[config.mk]
export PLATFORM = sky130hd
export DESIGN_NAME = sound_dsm_dac
export DESIGN_NICKNAME = d
export VERILOG_FILES = /design/src/rtl/sound_dsm_dac.sv
export SDC_FILE = /design/constraint.sdc
export NUM_CORES = 1
export LEC_CHECK = 0
export CELL_PAD_IN_SITES_DETAIL_PLACEMENT = 0
export CELL_PAD_IN_SITES_GLOBAL_PLACEMENT = 1
export CORE_ASPECT_RATIO = 1.2
export CORE_UTILIZATION = 45
export CTS_BUF_LIST = sky130_fd_sc_hd__clkbuf_8
export DETAILED_ROUTE_END_ITERATION = 6
export PLACE_DENSITY = 0.83
export SLEW_MARGIN = 20
export SYNTH_ARGS = -nofsm -noshare
export SYNTH_HDL_FRONTEND = slang
export SYNTH_SLANG_ARGS = --single-unit
[constraint.sdc]
create_clock -name m_clock -period 5.35 [get_ports m_clock]
set_clock_uncertainty 0.1 [all_clocks]
set_input_delay 0.8025 -clock m_clock [delete_from_list [all_inputs] [get_ports m_clock]]
set_output_delay 0.8025 -clock m_clock [all_outputs]
set_load 0.05 [all_outputs]
[src/rtl/sound_dsm_dac.sv]
// Stereo first-order delta-sigma audio DAC.
// Takes 16-bit signed L/R sample pairs, scales them by a 0..16 anti-pop
// gain, converts to offset binary and drives one 1-bit bitstream per
// channel. The gain ramps up after reset and ramps toward 0 or 16 as mute
// changes, so the analog output fades instead of popping.
module sound_dsm_dac #(
    parameter int DIV    = 1,
    parameter int RAMP_W = 10
) (
    input  logic        m_clock,
    input  logic        p_reset,
    input  logic [15:0] sample_L,
    input  logic [15:0] sample_R,
    input  logic        sample_valid,
    output logic        sample_ack,
    input  logic        mute,
    output logic [4:0]  gain,
    output logic        Sound_Left,
    output logic        Sound_Right
);

    // A 1-bit counter is kept for DIV=1 so the port widths stay legal;
    // it never leaves 0 and tick stays high.
    localparam int CNT_W = (DIV > 1) ? $clog2(DIV) : 1;
    localparam logic [CNT_W-1:0] CNT_LAST = CNT_W'(DIV - 1);

    logic [CNT_W-1:0]  tick_cnt_reg;
    logic              tick;
    logic [RAMP_W-1:0] ramp_cnt_reg;
    logic              ramp_wrap;
    logic [4:0]        gain_reg;
    logic              ack_reg;
    logic [1:0]        sound_bits;

    assign tick      = (tick_cnt_reg == CNT_LAST);
    assign ramp_wrap = tick && (ramp_cnt_reg == '1);

    // Modulator tick divider: counts 0..DIV-1 and wraps on the tick cycle.
    always_ff @(posedge m_clock or posedge p_reset) begin
        if (p_reset) begin
            tick_cnt_reg <= '0;
        end else if (tick) begin
            tick_cnt_reg <= '0;
        end else begin
            tick_cnt_reg <= tick_cnt_reg + CNT_W'(1);
        end
    end

    // Anti-pop gain ramp: one step toward the mute target per ramp-counter wrap.
    always_ff @(posedge m_clock or posedge p_reset) begin
        if (p_reset) begin
            ramp_cnt_reg <= '0;
            gain_reg     <= 5'd0;
        end else if (tick) begin
            ramp_cnt_reg <= ramp_cnt_reg + RAMP_W'(1);
            if (ramp_wrap) begin
                if (!mute && (gain_reg < 5'd16)) begin
                    gain_reg <= gain_reg + 5'd1;
                end else if (mute && (gain_reg != 5'd0)) begin
                    gain_reg <= gain_reg - 5'd1;
                end
            end
        end
    end

    // Every strobe is accepted; the acknowledge follows one cycle later.
    always_ff @(posedge m_clock or posedge p_reset) begin
        if (p_reset) begin
            ack_reg <= 1'b0;
        end else begin
            ack_reg <= sample_valid;
        end
    end

    // Per-channel datapath: capture, scale, offset-binary convert, modulate.
    for (genvar gi = 0; gi < 2; gi++) begin : g_chan
        logic [15:0]        sample_in;
        logic [15:0]        act_reg;
        logic [15:0]        u_reg;
        logic [15:0]        acc_reg;
        logic               sound_reg;
        logic signed [21:0] act_ext;
        logic signed [21:0] gain_ext;
        logic signed [21:0] prod;
        logic [15:0]        scaled;
        logic [16:0]        sum;
        logic               unused_prod_bits;

        assign sample_in = (gi == 0) ? sample_L : sample_R;

        // Signed sample times unsigned gain; the >>>4 floor shift is a bit
        // select because gain <= 16 keeps the result inside 16 bits.
        assign act_ext          = {{6{act_reg[15]}}, act_reg};
        assign gain_ext         = {17'd0, gain_reg};
        assign prod             = act_ext * gain_ext;
        assign scaled           = prod[19:4];
        assign unused_prod_bits = ^{prod[21:20], prod[3:0]};

        // First-order modulator: the carry out of the phase accumulator is the bit.
        assign sum = {1'b0, acc_reg} + {1'b0, u_reg};

        // Sample hold plus tick-rate scaling and accumulation.
        always_ff @(posedge m_clock or posedge p_reset) begin
            if (p_reset) begin
                act_reg   <= 16'd0;
                u_reg     <= 16'd0;
                acc_reg   <= 16'd0;
                sound_reg <= 1'b0;
            end else begin
                if (sample_valid) begin
                    act_reg <= sample_in;
                end
                if (tick) begin
                    u_reg     <= scaled ^ 16'h8000;
                    acc_reg   <= sum[15:0];
                    sound_reg <= sum[16];
                end
            end
        end

        assign sound_bits[gi] = sound_reg;
    end

    assign sample_ack  = ack_reg;
    assign gain        = gain_reg;
    assign Sound_Left  = sound_bits[0];
    assign Sound_Right = sound_bits[1];

endmodule
; Word-level counts from Yosys, hierarchy flattened
; Cells that the tools add are included.
[totals]
regBits = 115
inputBits = 36
output_inout_bits = 8
wordCells = 35
[classes]
addsub = 6
n_mul = 2
magnitude_cmp = 1
eq_ne = 1
muxes = 3
bitwise_logic = 3
n_reduce_logical = 7
[op_table]
columns = cell, n
row1 = $mul 16x6->20, 2
row2 = $add 16x16->17, 2
row3 = $add 10x1->10 const B, 1
row4 = $eq 10x10->1 const B, 1
row5 = $mux 5, 2
row6 = $add 5x1->5 const B, 1
row7 = $lt 5x5->1 const B, 1
row8 = $reduce_bool 5->1, 1
row9 = $sub 5x1->5 const B, 1
row10 = $logic_and 1x1->1, 3
row11 = $not 1->1, 3
row12 = $reduce_and 3->1, 1
row13 = $reduce_bool 2->1, 1
row14 = $add 1x1->1 const B, 1
row15 = $logic_not 1->1, 1
row16 = $mux 1, 1

; Depth between registers and ports, before layout
; Gate-level depths: netlist of the first run.
[depth]
depth_word = 4
mapped_depth = 16
mapped_depth_nobuf = 14

; Worst setup path before layout of the first run
; OpenSTA, ideal clock, no wires.
[synth_timing]
path_kind = register to register
from = register gain_reg[0] (netlist: gain[0])
to = register g_chan[1].u_reg[15]
setup_time_ns = 0.126
t_arrival_ns = 4.208
required_ns = 5.124
path_slack_ns = 0.916
stages_incl_launch_ff = 16
path_buffers = 2
period_less_slack_ns = 4.434
cell_sequence = dfrtp_1 > clkbuf_1 > clkbuf_1 > and2_1 > fa_1 > fa_1 > inv_1 > fa_1 > inv_1 > ha_1 > or3_1 > a221oi_1 > or2_2 > o21ai_2 > a211oi_2 > xnor2_1
[synth_between]
elab_chain_cells = 2
[synth_lines]
columns = element, line_no
row1 = start: declaration, 31  ; logic [4:0] gain_reg;
row2 = start signal: assignment, 58  ; gain_reg <= gain_reg + 5'd1;
row3 = start signal: assignment, 60  ; gain_reg <= gain_reg - 5'd1;
row4 = $mul 16x6->20, 95  ; assign prod = act_ext * gain_ext;
row5 = $not 1->1 (no line), -
row6 = end signal: assignment, 114  ; u_reg <= scaled ^ 16'h8000;
row7 = end: declaration, 79  ; logic [15:0] u_reg;
; No other way between the ends.
; A chain may end at the register's enable or synchronous reset.

; Worst setup path after layout of the first run
[layout_timing]
from = register gain_reg[0] (netlist: gain[0])
to = register g_chan[0].u_reg[14]
[layout_between]
elab_chain_cells = 1
[layout_lines]
columns = element, line_no
row1 = $mul 16x6->20, 95
row2 = named net g_chan[0].prod[18], 84  ; logic signed [21:0] prod;
row3 = end signal: assignment, 114
row4 = end: declaration, 79
; The timed path passes the listed nets, and every way through them passes these cells.

==> impl_metrics.csv, run 1 <==
group,metric,value,unit
status,status,"finished, final reports clean",
final_layout,layout_commonest_cell,"inv_1",
min_path,hp-start,"ramp_cnt_reg[9]$_DFF_PP0_",
sta,final_max_slew_viol_count,0,
global_routing,grt.overflow.total,0,
worst_setup_path,r2r_end,"g_chan[0].u_reg[14]$_DFF_PP0_",
power_and_ir_drop,power_density,156,mW/mm^2
floorplanning,coreArea,0.0226,mm^2
yosys,synth-edff-count,0,
sta,final_hold_viol_count,0,
sta,fmaxAchievable,222,MHz
power_and_ir_drop,p_int,1.38,mW
cts,htree_num_levels,4,
worst_setup_path,crit_top_cell,"fa_1",
global_routing,grt_max_degree,48,
yosys,yosys_warnings,0,
worst_setup_path,crit_fanout,29,
final_layout,drive_gt1_frac,0.0777,
sta,rsz0062_at_grt,"false",
sta,setup_viol,0,
worst_setup_path,slowest_delay,0.69,ns
worst_setup_path,worst-path-stages,13,
worst_setup_path,r2r_slack,0.85,ns
cts,clockBufferDepth,2,
power_and_ir_drop,seqPwrFrac,0.508,
place,placed_area,0.0112,mm^2
final_layout,syn_to_final_growth,11.5,%
min_path,hold_class,"reg2reg",
yosys,ys_seq_area_frac,0.273,
cts,cts_tree,"yes",
power_and_ir_drop,pwr-share-clk,0.447,
final_layout,nets,1340,
place,portBuffers,43,
place,hpwl,15.4,mm
global_routing,grt_pass1_wl,34.4,mm
worst_setup_path,cp.required,5.57,ns
worst_setup_path,critPathBufInv,2,
power_and_ir_drop,p_leak,5.99,nW
global_routing,antenna_found_initial,0,
cts,ctsResizeCount,0,
yosys,syn-num-nets,1289,
power_and_ir_drop,switching_power,442,uW
yosys,avgSynthCellArea,9.88,um^2
yosys,ys.flop_type,"dfrtp_1",
detailed_routing,ant_nets,0,
cts,clock-sinks,114,
sta,post-route-min-period,4.50,ns
final_layout,num-fill-cells,2084,
worst_setup_path,worst_ep_arrival_time,4.72,ns
power_and_ir_drop,swShare,0.243,
place,gp_congestion,0.792,
global_routing,grt.total_usage,0.180,
worst_setup_path,path_delay_family,"adder cells",
detailed_routing,routed_wl,19.4,mm
floorplanning,die_w,141,um
cts,cts_root_buf,"clkbuf_8",
yosys,synth.cell_area,0.0104,mm^2
cts,cts_hold_buf,0,
worst_setup_path,crit_type,"reg2reg",
sta,setup_tns,0,ns
detailed_routing,viasPerCell,4.95,
cts,cts_buffers,17,
global_routing,grt_pass1_vias,7326,
yosys,synthCells,1056,
worst_setup_path,reg2reg_depth,13,
floorplanning,num_rows,60,
power_and_ir_drop,peakVddDrop,130,uV
floorplanning,die_h,169,um
worst_setup_path,slowest_stage,"dfrtp_1",
detailed_routing,drt-wirelength-per-cell,13.6,um
final_layout,stdcell_count,1429,
yosys,synth.distinct_cells,59,
detailed_routing,vias,7075,
final_layout,stdcell_area,0.0116,mm^2
power_and_ir_drop,combPwrFrac,0.044,
worst_setup_path,setup.worst_path.end,"g_chan[0].u_reg[14]$_DFF_PP0_",
sta,worst_pin_slew,0.818,ns
final_layout,fin_util,0.515,
final_layout,layout_common_cells,"inv_1 (172), and2_1 (144), dfrtp_1 (114), ha_1 (102), fa_1 (95)",
floorplanning,dieArea,0.0238,mm^2
detailed_routing,drtIter0Drc,242,
worst_setup_path,cp-start-kind,"register",
worst_setup_path,path_cells,"and2_1 -> fa_1 -> inv_1 -> fa_1 -> fa_1 -> inv_1 -> ha_1 -> nand4_1 -> o21ai_1 -> a21oi_1 -> o21ai_0 -> o221ai_1 -> xnor2_1",
floorplanning,io-pin-count,44,
detailed_routing,drc,0,
floorplanning,initial_core_util,0.462,
yosys,yosys_register_bits,114,
worst_setup_path,cp-startpoint,"gain[0]$_DFFE_PP0P_",
detailed_routing,dr.pass1.iters,4,
worst_setup_path,rr_startpoint,"gain[0]$_DFFE_PP0P_",
cts,clk_pin_slew,0.07,ns
place,placed_cells,1398,
yosys,async_reset_ff_frac,1.00,
final_layout,insertedDiodeCount,0,
sta,maxSlewHeadroom,0.455,
worst_setup_path,endpoint_kind,"register",
sta,period_share,0.842,
cts,post-cts-setup-buffers,0,
flow_run,maxCapViolCount,0,
cts,clock_latency,0.45,ns
-- worst min-delay path by stage --
stage / to / slack [ns] / cells after the start
floorplan: ramp_cnt_reg[9]$_DFF_PP0_ / 0.34 / 1
global placement: ramp_cnt_reg[9]$_DFF_PP0_ / 0.35 / 1
CTS: ramp_cnt_reg[9]$_DFF_PP0_ / 0.37 / 1
global route: ramp_cnt_reg[9]$_DFF_PP0_ / 0.37 / 1
detailed placement: ramp_cnt_reg[8]$_DFF_PP0_ / 0.36 / 1
finish: ramp_cnt_reg[9]$_DFF_PP0_ / 0.37 / 1
-- Yosys cell counts, drive strengths merged (7+ instances only) --
master	n	area, um^2
ha	102	1280
inv	171	642
o211ai	12	95.1
o21ai	25	133
nand2	32	120
dfrtp	114	2850
o21a	11	82.6
xor2	21	184
xnor2	49	429
a21oi	48	240
nor2	30	115
o21bai	10	75.1
and3	9	56.3
and2	144	901
nor2b	12	75.1
nand4	7	43.8
fa	95	1900
nand3	16	80.1
a21o	13	97.6
clkbuf	17	63.8
mux2	33	372
nor3	23	120
-- layout make-up --
class | count | area (um^2) | area share
sequential | 114 | 2850 | 0.245
inverter | 171 | 644 | 0.0554
tap | 310 | 388 | 0.0333
multi-input combinational | 750 | 6850 | 0.589
timing repair buffer | 53 | 505 | 0.0435
clock inverter | 11 | 114 | 0.00979
clock buffer | 20 | 275 | 0.0237
-- metrics by stage --
step	setup slack (ns)	hold slack (ns)	power, mW
CTS	0.815	0.370	1.85
global route	0.533	0.375	1.89
floorplan	0.916	0.338	0.969
global placement	0.898	0.352	1.02
detailed placement	0.836	0.358	1.02
finish	0.845	0.366	1.82
-- metal layers --
metal  share of wire  vias to the layer above  global-route usage  wire (um)
met2            0.47                       91               0.294       9110
met5               0                        -                   0          0
met3           0.027                       14              0.0243        532
li1                -                     3538                   -          -
met1            0.49                     3432               0.252       9570
met4           0.011                        0              0.0496        210
-- logic make-up (layout without fill, tap and decap cells) --
| family | after synthesis | in the layout | share of synthesized area |
|---|---|---|---|
| and+or+nand+nor | 300 | 300 | 0.163 |
| adders and majority gates | 197 | 197 | 0.305 |
| buffers and inverters | 192 | 255 | 0.0698 |
| AOI/OAI and AO/OA | 150 | 150 | 0.0947 |
| DFF | 114 | 114 | 0.273 |
| xor gates and xnor gates | 70 | 70 | 0.0588 |
| muxes | 33 | 33 | 0.0356 |
-- power by group through the flow --
stage	clock network (mW)	registers [mW]	logic (mW)
final	0.813	0.924	0.0809
after global routing	0.869	0.930	0.0909
after CTS	0.838	0.924	0.0836
after detailed placement	0	0.941	0.0833
after global placement	0	0.941	0.0812
after floorplan	0	0.924	0.0450
Note: power is estimated with default switching activity, not from simulation.
==> inputs of run 2 (changes only) <==
Settings changed: PLACE_DENSITY 0.83 to 0.86.
Clock period 5.35 ns to 3.6 ns, I/O delays scaled along.
==> impl_metrics.csv, run 2 (synthesis results as in run 1) <==
group,metric,value,unit
worst_setup_path,path_delay_family,"adder cells",
worst_setup_path,slowest_stage,"fa_1",
sta,post-route-min-period,3.99,ns
place,hpwl,16.7,mm
flow_run,maxCapViolCount,0,
worst_setup_path,endpoint_kind,"register",
sta,worst_pin_slew,0.715,ns
global_routing,grt_max_degree,61,
detailed_routing,drt-wirelength-per-cell,13.9,um
final_layout,syn_to_final_growth,27.7,%
worst_setup_path,rr_startpoint,"gain[2]$_DFFE_PP0P_",
final_layout,num-fill-cells,1862,
detailed_routing,drtIter0Drc,233,
sta,maxSlewHeadroom,0.522,
sta,period_share,1.11,
worst_setup_path,slowest_delay,0.51,ns
status,violations,"setup timing",
cts,clock_latency,0.45,ns
worst_setup_path,worst_ep_arrival_time,4.22,ns
global_routing,antenna_found_initial,0,
floorplanning,io-pin-count,44,
detailed_routing,routed_wl,21.8,mm
final_layout,insertedDiodeCount,0,
sta,final_hold_viol_count,0,
final_layout,nets,1474,
min_path,hold_path_end,"g_chan[1].acc_reg[0]$_DFF_PP0_",
floorplanning,coreArea,0.0226,mm^2
final_layout,layout_commonest_cell,"inv_1",
global_routing,grt.total_usage,0.200,
global_routing,grt_pass1_vias,8228,
worst_setup_path,crit_top_cell,"fa_1",
floorplanning,num_rows,60,
cts,htree_num_levels,4,
cts,clk_pin_slew,0.08,ns
detailed_routing,vias,7731,
worst_setup_path,reg2reg_depth,14,
final_layout,drive_gt1_frac,0.268,
place,gp_congestion,0.840,
status,status,"finished, violations left",
power_and_ir_drop,p_leak,6.73,nW
final_layout,layout_common_cells,"inv_1 (157), buf_4 (123), and2_1 (120), dfrtp_1 (109), fa_1 (90)",
cts,cts_tree,"yes",
floorplanning,dieArea,0.0238,mm^2
worst_setup_path,path_cells,"buf_6 -> and2_4 -> fa_1 -> inv_1 -> fa_1 -> fa_1 -> inv_2 -> ha_4 -> a21oi_2 -> o21ai_2 -> a211o_1 -> a2111oi_2 -> nor3_1 -> xor2_1",
place,portBuffers,43,
worst_setup_path,r2r_end,"g_chan[0].u_reg[8]$_DFF_PP0_",
worst_setup_path,critPathBufInv,3,
detailed_routing,dr.pass1.iters,5,
sta,rsz0062_at_grt,"true",
detailed_routing,viasPerCell,4.95,
detailed_routing,drc,0,
power_and_ir_drop,peakVddDrop,208,uV
global_routing,grt_pass1_wl,37.9,mm
worst_setup_path,cp-start-kind,"register",
min_path,hp-start,"g_chan[1].acc_reg[0]$_DFF_PP0_",
cts,cts_hold_buf,0,
worst_setup_path,crit_fanout,6,
sta,setup_viol,23,
floorplanning,die_h,169,um
cts,cts_buffers,17,
cts,cts_root_buf,"clkbuf_8",
min_path,hold_class,"reg2reg",
worst_setup_path,crit_type,"reg2reg",
floorplanning,initial_core_util,0.462,
place,post-place-ws,-0.338,ns
global_routing,grt.overflow.total,0,
cts,clockBufferDepth,2,
sta,setup_ws,-0.389,ns
worst_setup_path,cp.required,3.83,ns
sta,final_max_slew_viol_count,0,
power_and_ir_drop,p_total,2.76,mW
power_and_ir_drop,power_density,207,mW/mm^2
final_layout,stdcell_area,0.0133,mm^2
detailed_routing,ant_nets,0,
place,placed_area,0.0124,mm^2
cts,clock-sinks,114,
worst_setup_path,r2r_slack,-0.39,ns
min_path,hold_depth,1,
sta,fmaxAchievable,251,MHz
floorplanning,die_w,141,um
## run 2: cell count changes in the layout (fill, tap and decap cells not counted), moves of 11 or more
cell / delta
ha_1: -20
and2_1: -24
a21oi_1: -14
buf_6: +18
and2_4: +24
inv_1: -15
ha_4: +19
buf_4: +113
inv_2: +15
a21oi_2: +11
## run 2: how the worst max path moves through the flow
stage / endpoint / slack [ns] / cells past startpoint / start
4_1_cts: g_chan[0].u_reg[8]$_DFF_PP0_ / -0.31 / 14 / gain[2]$_DFFE_PP0P_
3_3_place_gp: g_chan[0].u_reg[15]$_DFF_PP0_ / -0.29 / 14 / gain[2]$_DFFE_PP0P_
6_report: g_chan[0].u_reg[8]$_DFF_PP0_ / -0.39 / 14 / gain[2]$_DFFE_PP0P_
2_1_floorplan: g_chan[1].u_reg[15]$_DFF_PP0_ / -0.42 / 15 / gain[0]$_DFFE_PP0P_
5_1_grt: g_chan[1].u_reg[12]$_DFF_PP0_ / -0.48 / 14 / gain[2]$_DFFE_PP0P_
3_5_place_dp: g_chan[1].u_reg[15]$_DFF_PP0_ / -0.34 / 13 / gain[2]$_DFFE_PP0P_
## run 2: final cells by class
class	instances	area (um^2)	share of cell area
multi-input combinational	750	7430	0.558
sequential	114	2860	0.215
timing repair buffer	187	1610	0.121
inverter	171	646	0.0484
tap	310	388	0.0291
clock buffer	20	275	0.0207
clock inverter	11	114	0.00854
## run 2: what timing repair did
action                     CTS  global route
setup endpoints to repair   22            24
gates resized for setup     35            75
pin swaps                   34            48
setup buffers               15             5
## run 2: power breakdown
group	internal (mW)	switching [mW]	total [mW]	leakage [nW]
combinational	0.0995	0.0704	0.170	5.05
sequential	1.32	0.0472	1.36	1.48
clock	0.658	0.566	1.22	0.199
## run 2: metrics by stage
stage          instances   util  hold slack, ns  setup TNS, ns
4_1_cts             1558  0.575           0.373          -4.39
3_3_place_gp        1512  0.547           0.353          -3.53
3_5_place_dp        1512  0.547           0.357          -4.61
6_report            1563  0.590           0.370          -5.13
2_1_floorplan       1056      -           0.338          -4.57
5_1_grt             1563  0.590           0.388          -7.94
## run 2: per-layer routing
metal | routed length (um) | global-route usage
met5 | 0 | 0
met4 | 325 | 0.0662
met3 | 426 | 0.0289
met2 | 10300 | 0.331
met1 | 10700 | 0.268
==> inputs of run 3 (changes only) <==
Settings changed: CORE_MARGIN set to 5, CORE_UTILIZATION 45 to 46, PLACE_DENSITY 0.86 to 0.88.
==> impl_metrics.csv, run 3 (synthesis results as in run 1) <==
group,metric,value,unit
status,status,"finished, violations left",
status,violations,"setup timing",
floorplanning,io-pin-count,44,
global_routing,grt_pass1_vias,8168,
power_and_ir_drop,power_density,219,mW/mm^2
sta,worst_pin_slew,0.811,ns
sta,final_hold_viol_count,0,
power_and_ir_drop,peakVddDrop,208,uV
power_and_ir_drop,p_total,2.91,mW
cts,cts_hold_buf,0,
final_layout,layout_commonest_cell,"inv_1",
worst_setup_path,crit_type,"reg2reg",
power_and_ir_drop,combPwrFrac,0.061,
final_layout,nets,1481,
detailed_routing,ant_nets,0,
sta,setup_viol,23,
sta,fmaxAchievable,254,MHz
floorplanning,num_rows,60,
global_routing,grt.overflow.total,0,
worst_setup_path,path_cells,"buf_6 -> buf_4 -> and2_1 -> fa_1 -> inv_2 -> fa_2 -> fa_1 -> inv_2 -> ha_4 -> a21oi_1 -> nor2b_1 -> a211o_1 -> a2111oi_4 -> nor3_2 -> xor2_1",
floorplanning,die_w,147,um
floorplanning,dieArea,0.0258,mm^2
global_routing,grt.total_usage,0.180,
cts,clk_pin_slew,0.08,ns
detailed_routing,viasPerCell,5.08,
floorplanning,coreArea,0.0224,mm^2
cts,clock_latency,0.45,ns
worst_setup_path,crit_fanout,5,
power_and_ir_drop,p_leak,6.75,nW
sta,setup_tns,-5.04,ns
cts,cts_tree,"yes",
power_and_ir_drop,switching_power,701,uW
worst_setup_path,cp-start-kind,"register",
sta,rsz0062_at_grt,"true",
final_layout,insertedDiodeCount,0,
sta,post-route-min-period,3.94,ns
cts,clock-sinks,114,
cts,htree_num_levels,4,
floorplanning,die_h,175,um
detailed_routing,routed_wl,22.3,mm
sta,hold_slack,0.365,ns
worst_setup_path,critPathBufInv,4,
flow_run,maxCapViolCount,0,
power_and_ir_drop,p_int,2.21,mW
power_and_ir_drop,pwr-share-clk,0.470,
sta,period_share,1.09,
final_layout,drive_gt1_frac,0.262,
final_layout,layout_common_cells,"inv_1 (155), buf_4 (134), and2_1 (128), dfrtp_1 (109), fa_1 (91)",
detailed_routing,dr.pass1.iters,4,
cts,cts_buffers,17,
place,portBuffers,43,
worst_setup_path,slowest_stage,"fa_1",
worst_setup_path,cp.required,3.82,ns
sta,maxSlewHeadroom,0.458,
worst_setup_path,slowest_delay,0.52,ns
min_path,hold_class,"reg2reg",
detailed_routing,drtIter0Drc,309,
place,gp_congestion,0.859,
power_and_ir_drop,swShare,0.241,
power_and_ir_drop,seqPwrFrac,0.468,
detailed_routing,vias,7822,
worst_setup_path,path_delay_family,"adder cells",
worst_setup_path,endpoint_kind,"register",
global_routing,antenna_found_initial,0,
global_routing,grt_max_degree,42,
place,hpwl,16.8,mm
place,post-place-ws,-0.361,ns
worst_setup_path,worst_ep_arrival_time,4.16,ns
final_layout,syn_to_final_growth,27.7,%
floorplanning,initial_core_util,0.466,
detailed_routing,drt-wirelength-per-cell,14.5,um
global_routing,grt_pass1_wl,38.3,mm
cts,cts_root_buf,"clkbuf_8",
sta,setup_ws,-0.338,ns
cts,clockBufferDepth,2,
detailed_routing,drc,0,
sta,final_max_slew_viol_count,0,
final_layout,num-fill-cells,1812,
-- run 3: changes by cell type in the layout (fill, tap and decap cells not counted), sizes merged --
cell | previous run | this run
buf | 144 | 151
clkinv | 4 | 7
bufinv | 2 | 4
clkinvlp | 4 | 2
clkbuf | 20 | 19
inv | 172 | 171
-- run 3: area by class of cell --
cell class | count | area [um^2] | share of cell area
multi-input combinational | 750 | 7380 | 0.554
clock buffer | 19 | 262 | 0.0196
inverter | 171 | 646 | 0.0485
sequential | 114 | 2860 | 0.215
clock inverter | 13 | 183 | 0.0137
timing repair buffer | 194 | 1650 | 0.124
tap | 279 | 349 | 0.0262
-- run 3: worst register-to-register path, stage by stage, from the launching register on --
cell and delay (ns):
dfrtp_2 0.44, buf_6 0.14, buf_4 0.14, and2_1 0.14
fa_1 0.50, inv_2 0.04, fa_2 0.38, fa_1 0.52
inv_2 0.05, ha_4 0.24, a21oi_1 0.16, nor2b_1 0.08
a211o_1 0.33, a2111oi_4 0.32, nor3_2 0.09, xor2_1 0.15
-- run 3: power groups by stage --
stage          Clock (mW)  Combinational [mW]  Sequential (mW)
2_1_floorplan           0              0.0672             1.37
3_3_place_gp            0               0.178             1.38
3_5_place_dp            0               0.182             1.39
4_1_cts              1.41               0.183             1.36
5_1_grt              1.47               0.197             1.37
6_report             1.37               0.179             1.36
-- run 3: final timing paths --
| check | slack, ns | from | depth (start not counted) | end |
|---|---|---|---|---|
| worst max-delay path | -0.34 | gain[2]$_DFFE_PP0P_ | 15 | g_chan[0].u_reg[8]$_DFF_PP0_ |
| worst min-delay path | 0.37 | ramp_cnt_reg[8]$_DFF_PP0_ | 1 | ramp_cnt_reg[8]$_DFF_PP0_ |
| worst max register to register | -0.34 | gain[2]$_DFFE_PP0P_ | 15 | g_chan[0].u_reg[8]$_DFF_PP0_ |
| worst min register to register | 0.37 | ramp_cnt_reg[8]$_DFF_PP0_ | 1 | ramp_cnt_reg[8]$_DFF_PP0_ |
| max in group asynchronous | 2.20 | p_reset | 3 | gain[4]$_DFFE_PP0P_ |
| min in group asynchronous | 0.50 | p_reset | 2 | g_chan[0].acc_reg[7]$_DFF_PP0_ |
-- run 3: metal layers --
| metal | vias up | GRT usage | routed length [um] | share of wire |
|---|---|---|---|---|
| met5 | - | 0 | 0 | 0 |
| met4 | 0 | 0.0544 | 452 | 0.020 |
| met3 | 38 | 0.0306 | 656 | 0.029 |
| met2 | 121 | 0.298 | 10700 | 0.48 |
| met1 | 3825 | 0.244 | 10500 | 0.47 |
| li1 | 3838 | - | - | - |
-- run 3: repair_timing --
item,4_1_cts,5_1_grt
buffers inserted,20,5
pin swaps,49,22
gates resized for setup,53,36
setup endpoints to repair,22,25
-- run 3: through the flow --
step	cells	cell area, um^2	util
finish	1540	13300	0.595
global route	1540	13300	0.595
floorplan	1056	10800	-
CTS	1535	13100	0.586
global placement	1483	12400	0.552
detailed placement	1483	12400	0.552
